<file path="src/rtl/stopwatch_bcd_if.sv">
// rtl/stopwatch_bcd_if.sv - Stopwatch tick/button inputs and BCD display outputs
interface stopwatch_bcd_if;
   logic       tick_clk;
   logic       btn_start_stop;
   logic       btn_clear;
   logic       btn_lap;
   logic [3:0] sec_ones;
   logic [3:0] sec_tens;
   logic [3:0] min_ones;
   logic [3:0] min_tens;
   logic       running;
   logic       lap_active;
   logic       overflow;

   modport master (
      output tick_clk, btn_start_stop, btn_clear, btn_lap,
      input  sec_ones, sec_tens, min_ones, min_tens, running, lap_active, overflow
   );

   modport slave (
      input  tick_clk, btn_start_stop, btn_clear, btn_lap,
      output sec_ones, sec_tens, min_ones, min_tens, running, lap_active, overflow
   );
endinterface

</file>
<file path="src/rtl/stopwatch_bcd.sv">
// rtl/stopwatch_bcd.sv - mm:ss BCD stopwatch counting synchronised 1 Hz tick edges
module stopwatch_bcd #(
   parameter int SYNC_STAGES = 2,
   parameter int MAX_MINUTES = 59
) (
   input  logic           clk_in,
   input  logic           rst_n,
   stopwatch_bcd_if.slave bus
);
   typedef enum logic [1:0] {STOPPED, RUNNING, FULL} state_t;

   localparam logic [3:0] MAX_MT = 4'(MAX_MINUTES / 10);
   localparam logic [3:0] MAX_MO = 4'(MAX_MINUTES % 10);

   // Each sync word is {lap, clear, start_stop, tick}; element 0 is the newest sample.
   logic [SYNC_STAGES-1:0][3:0] sync_q;
   logic [3:0]                  prev_q;
   logic [3:0]                  pulse;
   logic                        tick_p, ss_p, clr_p, lap_p;

   state_t      state_q, state_d;
   logic [15:0] cnt_q, cnt_d;
   logic [15:0] snap_q, snap_d;
   logic        lap_q, lap_d;
   logic [15:0] disp_q;
   logic        running_q, overflow_q;
   logic        at_max;

   always_ff @(posedge clk_in or negedge rst_n) begin
      if (!rst_n) begin
         sync_q <= '0;
         prev_q <= '0;
      end else begin
         sync_q <= {sync_q[SYNC_STAGES-2:0],
                    {bus.btn_lap, bus.btn_clear, bus.btn_start_stop, bus.tick_clk}};
         prev_q <= sync_q[SYNC_STAGES-1];
      end
   end

   assign pulse  = sync_q[SYNC_STAGES-1] & ~prev_q;
   assign tick_p = pulse[0];
   assign ss_p   = pulse[1];
   assign clr_p  = pulse[2];
   assign lap_p  = pulse[3];

   assign at_max = (cnt_q == {MAX_MT, MAX_MO, 4'd5, 4'd9});

   function automatic logic [15:0] bcd_inc(input logic [15:0] c);
      logic [15:0] r;
      r = c;
      if (c[3:0] != 4'd9) begin
         r[3:0] = c[3:0] + 4'd1;
      end else begin
         r[3:0] = 4'd0;
         if (c[7:4] != 4'd5) begin
            r[7:4] = c[7:4] + 4'd1;
         end else begin
            r[7:4] = 4'd0;
            if (c[11:8] != 4'd9) begin
               r[11:8] = c[11:8] + 4'd1;
            end else begin
               r[11:8]  = 4'd0;
               r[15:12] = c[15:12] + 4'd1;
            end
         end
      end
      return r;
   endfunction

   always_comb begin
      state_d = state_q;
      cnt_d   = cnt_q;
      snap_d  = snap_q;
      lap_d   = lap_q;
      if (clr_p) begin
         state_d = STOPPED;
         cnt_d   = '0;
         snap_d  = '0;
         lap_d   = 1'b0;
      end else begin
         case (state_q)
            STOPPED: if (ss_p) state_d = RUNNING;
            RUNNING: begin
               // Saturating tick wins over a coincident start_stop.
               if (tick_p && at_max) begin
                  state_d = FULL;
               end else begin
                  if (tick_p) cnt_d = bcd_inc(cnt_q);
                  if (ss_p)   state_d = STOPPED;
               end
            end
            default: ;
         endcase
         if (lap_p) begin
            if (lap_q) begin
               lap_d = 1'b0;
            end else if (state_q == RUNNING) begin
               snap_d = cnt_d;
               lap_d  = 1'b1;
            end
         end
      end
   end

   always_ff @(posedge clk_in or negedge rst_n) begin
      if (!rst_n) begin
         state_q    <= STOPPED;
         cnt_q      <= '0;
         snap_q     <= '0;
         lap_q      <= 1'b0;
         disp_q     <= '0;
         running_q  <= 1'b0;
         overflow_q <= 1'b0;
      end else begin
         state_q    <= state_d;
         cnt_q      <= cnt_d;
         snap_q     <= snap_d;
         lap_q      <= lap_d;
         disp_q     <= lap_d ? snap_d : cnt_d;
         running_q  <= (state_d == RUNNING);
         overflow_q <= (state_d == FULL);
      end
   end

   assign bus.sec_ones   = disp_q[3:0];
   assign bus.sec_tens   = disp_q[7:4];
   assign bus.min_ones   = disp_q[11:8];
   assign bus.min_tens   = disp_q[15:12];
   assign bus.running    = running_q;
   assign bus.lap_active = lap_q;
   assign bus.overflow   = overflow_q;
endmodule

</file>
<file path="src/flat_wrapper.sv">
// flat-port wrapper written by rule: the top's interface ports become plain ports
module stopwatch_bcd_flat 
#(
   parameter int SYNC_STAGES = 2,
   parameter int MAX_MINUTES = 59
)
  (clk_in, rst_n, bus_tick_clk, bus_btn_start_stop, bus_btn_clear, bus_btn_lap, bus_sec_ones, bus_sec_tens, bus_min_ones, bus_min_tens, bus_running, bus_lap_active, bus_overflow);
  stopwatch_bcd_if bus_i ();
  input  logic clk_in;
  input  logic rst_n;
  input wire logic [$bits(bus_i.tick_clk)-1:0] bus_tick_clk;
  input wire logic [$bits(bus_i.btn_start_stop)-1:0] bus_btn_start_stop;
  input wire logic [$bits(bus_i.btn_clear)-1:0] bus_btn_clear;
  input wire logic [$bits(bus_i.btn_lap)-1:0] bus_btn_lap;
  output wire logic [$bits(bus_i.sec_ones)-1:0] bus_sec_ones;
  output wire logic [$bits(bus_i.sec_tens)-1:0] bus_sec_tens;
  output wire logic [$bits(bus_i.min_ones)-1:0] bus_min_ones;
  output wire logic [$bits(bus_i.min_tens)-1:0] bus_min_tens;
  output wire logic [$bits(bus_i.running)-1:0] bus_running;
  output wire logic [$bits(bus_i.lap_active)-1:0] bus_lap_active;
  output wire logic [$bits(bus_i.overflow)-1:0] bus_overflow;
  assign bus_i.tick_clk = bus_tick_clk;
  assign bus_i.btn_start_stop = bus_btn_start_stop;
  assign bus_i.btn_clear = bus_btn_clear;
  assign bus_i.btn_lap = bus_btn_lap;
  assign bus_sec_ones = bus_i.sec_ones;
  assign bus_sec_tens = bus_i.sec_tens;
  assign bus_min_ones = bus_i.min_ones;
  assign bus_min_tens = bus_i.min_tens;
  assign bus_running = bus_i.running;
  assign bus_lap_active = bus_i.lap_active;
  assign bus_overflow = bus_i.overflow;
  stopwatch_bcd #(.SYNC_STAGES(SYNC_STAGES), .MAX_MINUTES(MAX_MINUTES)) u_core (.clk_in(clk_in), .rst_n(rst_n), .bus(bus_i));
endmodule
</file>
<file path="config.mk">
export PLATFORM = sky130hd
export DESIGN_NAME = stopwatch_bcd_flat
export DESIGN_NICKNAME = d
export VERILOG_FILES = /design/src/rtl/stopwatch_bcd_if.sv /design/src/rtl/stopwatch_bcd.sv /design/src/flat_wrapper.sv
export SDC_FILE = /design/constraint.sdc
export NUM_CORES = 1
export LEC_CHECK = 0
export ABC_AREA = 1
export BUFFER_PORTS_ARGS = -buffer_cell sky130_fd_sc_hd__buf_2
export CAP_MARGIN = 20
export CORE_MARGIN = 1.5
export CORE_UTILIZATION = 40
export DETAILED_ROUTE_END_ITERATION = 10
export PLACE_DENSITY = 0.69
export SLEW_MARGIN = 25
export SYNTH_ARGS = -nofsm -noshare
export SYNTH_HDL_FRONTEND = slang
export SYNTH_SLANG_ARGS = --single-unit
</file>
<file path="constraint.sdc">
create_clock -name clk_in -period 1.7 [get_ports clk_in]
set_clock_uncertainty 0.05 [all_clocks]
set_input_delay 0.255 -clock clk_in [delete_from_list [all_inputs] [get_ports clk_in]]
set_output_delay 0.255 -clock clk_in [all_outputs]
set_load 0.05 [all_outputs]
</file>
==> results.json <==
{
  "root_buffer": "clkbuf_8",
  "drv_slew": 0,
  "avgRoutedWirePerCell_um": 13.9,
  "worstHoldStart": "u_core.sync_q[2]$_DFF_PN0_",
  "crit_cells": 9,
  "clkLatencyLatePin_ns": 0.35,
  "crit_arrival_ns": 2.02,
  "post-place-cells": 489,
  "fin_crit_ns": 1.83,
  "tightest_slew_ns": 0.506,
  "finalWorstSetupSlack_ns": -0.125,
  "rr_startpoint": "u_core.cnt_q[5]$_DFF_PN0_",
  "timing.hold.ws_ns": 0.301,
  "synth-simple-area-share_pct": 30.6,
  "hold_class": "reg2reg",
  "final_cell_count_no_fill": 525,
  "antenna_found_initial": 0,
  "die_x_um": 90.4,
  "cts_buffers": 9,
  "synth_area_per_cell_sq_um": 8.61,
  "grt_util_all_layers_pct": 18.1,
  "yosysSeqAreaShare_pct": 53.2,
  "insertedDiodeCount": 0,
  "critPathLaunchType": "flip-flop",
  "io_pins": 25,
  "place_hpwl_um": 4240,
  "synth_mux_area_share_pct": 0,
  "crit_buf_inv": 1,
  "nNetsFinal": 434,
  "drt_wl_total_um": 7290,
  "cts.sinks": 65,
  "grt_pass1_vias": 2592,
  "rrSetupSlack_ns": -0.13,
  "synth_xor_area_share_pct": 0.573,
  "yosysTopAreaCell": "dfrtp_1",
  "cap_violations": 0,
  "synth_nets": 367,
  "cts_tree": "done",
  "cp.required_ns": 1.89,
  "antenna_left": 0,
  "slowest_delay_ns": 0.46,
  "max-slew-margin-rel_pct": 66.2,
  "max_freq_mhz": 548,
  "synth_area_leaders": "dfrtp_1 53%, nand2_1 11%, nand3_1 5.7%",
  "vias": 2604,
  "min_period_over_period_pct": 107,
  "drc_errors": 0,
  "die-area_sq_um": 8170,
  "clkSlewWorstSetupHoldPaths_ns": 0.07,
  "critical_path_class": "reg2reg",
  "drt_iter0_drc": 182,
  "synthAdderAreaFrac_pct": 2.46,
  "start_util_pct": 41.7,
  "grt_pass1_wl_um": 11600,
  "grt_start_max_net_pins": 66,
  "netlist.area_leader.share_pct": 53.2,
  "worst_path_max_delay_cell": "dfrtp_1",
  "rr_endpoint": "u_core.disp_q[14]$_DFF_PN0_",
  "drive_above_1_share_pct": 34.7,
  "setup_viol_count_final": 22,
  "coreArea_sq_um": 7330,
  "die_h_um": 90.4,
  "vias_per_cell": 4.96,
  "netlist_instances": 355,
  "holdPathEnd": "u_core.sync_q[6]$_DFF_PN0_",
  "synth-compound-area-share_pct": 6.88,
  "synth_seq_cells": 65,
  "peakVddDrop_mv": 0.470,
  "cp-startpoint": "u_core.cnt_q[5]$_DFF_PN0_",
  "rsz0062_at_grt": "true",
  "cpLargestDelayFamily": "simple AND/OR/NAND/NOR gates",
  "critPathCaptureType": "flip-flop",
  "critPathMaxFanout": 7,
  "status": "finished with violations",
  "multi_input_area_sq_um": 1510,
  "final.fill_count": 615,
  "areaGrowthSynthToFinish_pct": 35.8,
  "regArea_sq_um": 1630,
  "r2r_cells": 9,
  "powerDensity_nw_per_um2": 976,
  "clockBufferDepth": 2,
  "failed_checks": "setup timing",
  "hold_depth": 0,
  "htree_levels": 3,
  "leakagePower_nw": 2.15,
  "synthDistinctLibCells": 28,
  "overflow": 0,
  "netlist_area_sq_um": 3060,
  "gp_congestion": 0.903,
  "yosys_warnings": 0,
  "synth_top_family_by_area": "simple AND/OR/NAND/NOR gates",
  "firstDrtPassIters": 4,
  "hold_violations": 0,
  "io_buffers": 24,
  "rows": 31,
  "path_cells": "nor2_4 > nand2_4 > nor2_8 > nand3_4 > buf_6 > nand4_1 > nand3_2 > nand3_1 > nand2_1"
}
==> metal layers <==
| metal | track usage (%) | vias up | wire [um] |
|---|---|---|---|
| li1 | - | 1271 | - |
| met1 | 21.4 | 1260 | 3180 |
| met2 | 29.9 | 57 | 3610 |
| met3 | 5.47 | 16 | 358 |
| met4 | 9.13 | 0 | 143 |
| met5 | 0 | - | 0 |
==> how the worst max path moves through the flow <==
stage,to,slack (ns)
6_report,u_core.disp_q[14]$_DFF_PN0_,-0.13
5_1_grt,u_core.disp_q[3]$_DFF_PN0_,-0.25
4_1_cts,u_core.disp_q[2]$_DFF_PN0_,-0.02
3_5_place_dp,u_core.disp_q[4]$_DFF_PN0_,-0.14
3_3_place_gp,u_core.disp_q[4]$_DFF_PN0_,-0.11
2_1_floorplan,u_core.disp_q[4]$_DFF_PN0_,0.002
==> layout make-up <==
| cell class | instances | share of cell area, % |
|---|---|---|
| clock buffer | 13 | 4.07 |
| multi-input combinational | 240 | 36.4 |
| clock inverter | 2 | 1.45 |
| sequential | 65 | 39.2 |
| timing repair buffer | 65 | 12.1 |
| inverter | 41 | 3.77 |
| tap | 99 | 2.98 |
==> sequential cells by signal, summed over array words and instances (netlist names), 2 cells and up <==
signal,cells
u_core.prev_q,4
u_core.disp_q,16
u_core.sync_q,8
u_core.cnt_q,16
u_core.snap_q,16
u_core.state_q,2
==> cell usage in the layout, fill, tap and decap left out, drive strengths merged <==
master / netlist / routed
nand4: 10 / 10
nor2: 46 / 46
or2: 1 / 1
nand3: 37 / 37
a21oi: 20 / 20
nand2: 94 / 94
ha: 6 / 6
buf: 4 / 59
inv: 41 / 41
nand3b: 4 / 4
nor4: 1 / 1
dlygate4sd3: 0 / 5
nor3: 3 / 3
xor2: 2 / 2
o21ai: 16 / 16
clkbuf: 5 / 14
bufinv: 0 / 2
dfrtp: 65 / 65
==> synth_stat cells, drive strengths merged <==
master / count
inv: 41
or2: 1
ha: 6
clkbuf: 5
nand3: 37
nor4: 1
o21ai: 16
buf: 4
a21oi: 20
dfrtp: 65
nand4: 10
nor3: 3
nand3b: 4
nand2: 94
xor2: 2
nor2: 46
==> report_power, final <==
part           total (mW)  switching, mW  internal (mW)
sequential           1.74         0.0642           1.68
combinational       0.796          0.535          0.261
clock                1.51          0.573          0.939
total                4.05           1.17           2.88
==> per-stage QoR <==
step                util (%)  instance area [sq um]  TNS [ns]  power, mW  worst slack, ns
floorplan                  -                   3060         0       2.22          0.00216
global placement        47.2                   3460    -0.650       2.45           -0.111
detailed placement      47.2                   3460     -1.48       2.46           -0.143
CTS                     53.4                   3920   -0.0403       4.02          -0.0183
global route            56.6                   4150     -4.96       4.24           -0.250
finish                  56.6                   4150     -1.13       4.05           -0.125
==> what timing repair did <==
action | CTS | global route
hold endpoints to repair | 69 | 0
pin swaps | 9 | 24
gates resized for setup | 29 | 35
setup buffers | 6 | 9
hold buffers | 5 | 0
gates cloned | 0 | 1
setup endpoints to repair | 27 | 41
==> cells by family (layout without fill, tap and decap cells) <==
logic type	after synthesis	count (layout)
XOR/XNOR	2	2
buffers and inverters	50	121
flip-flops	65	65
AND/OR/NAND/NOR	196	196
adder cells (fa/ha/maj)	6	6
AO/OA/AOI/OAI	36	36
Power figures use the tool's default switching activity.
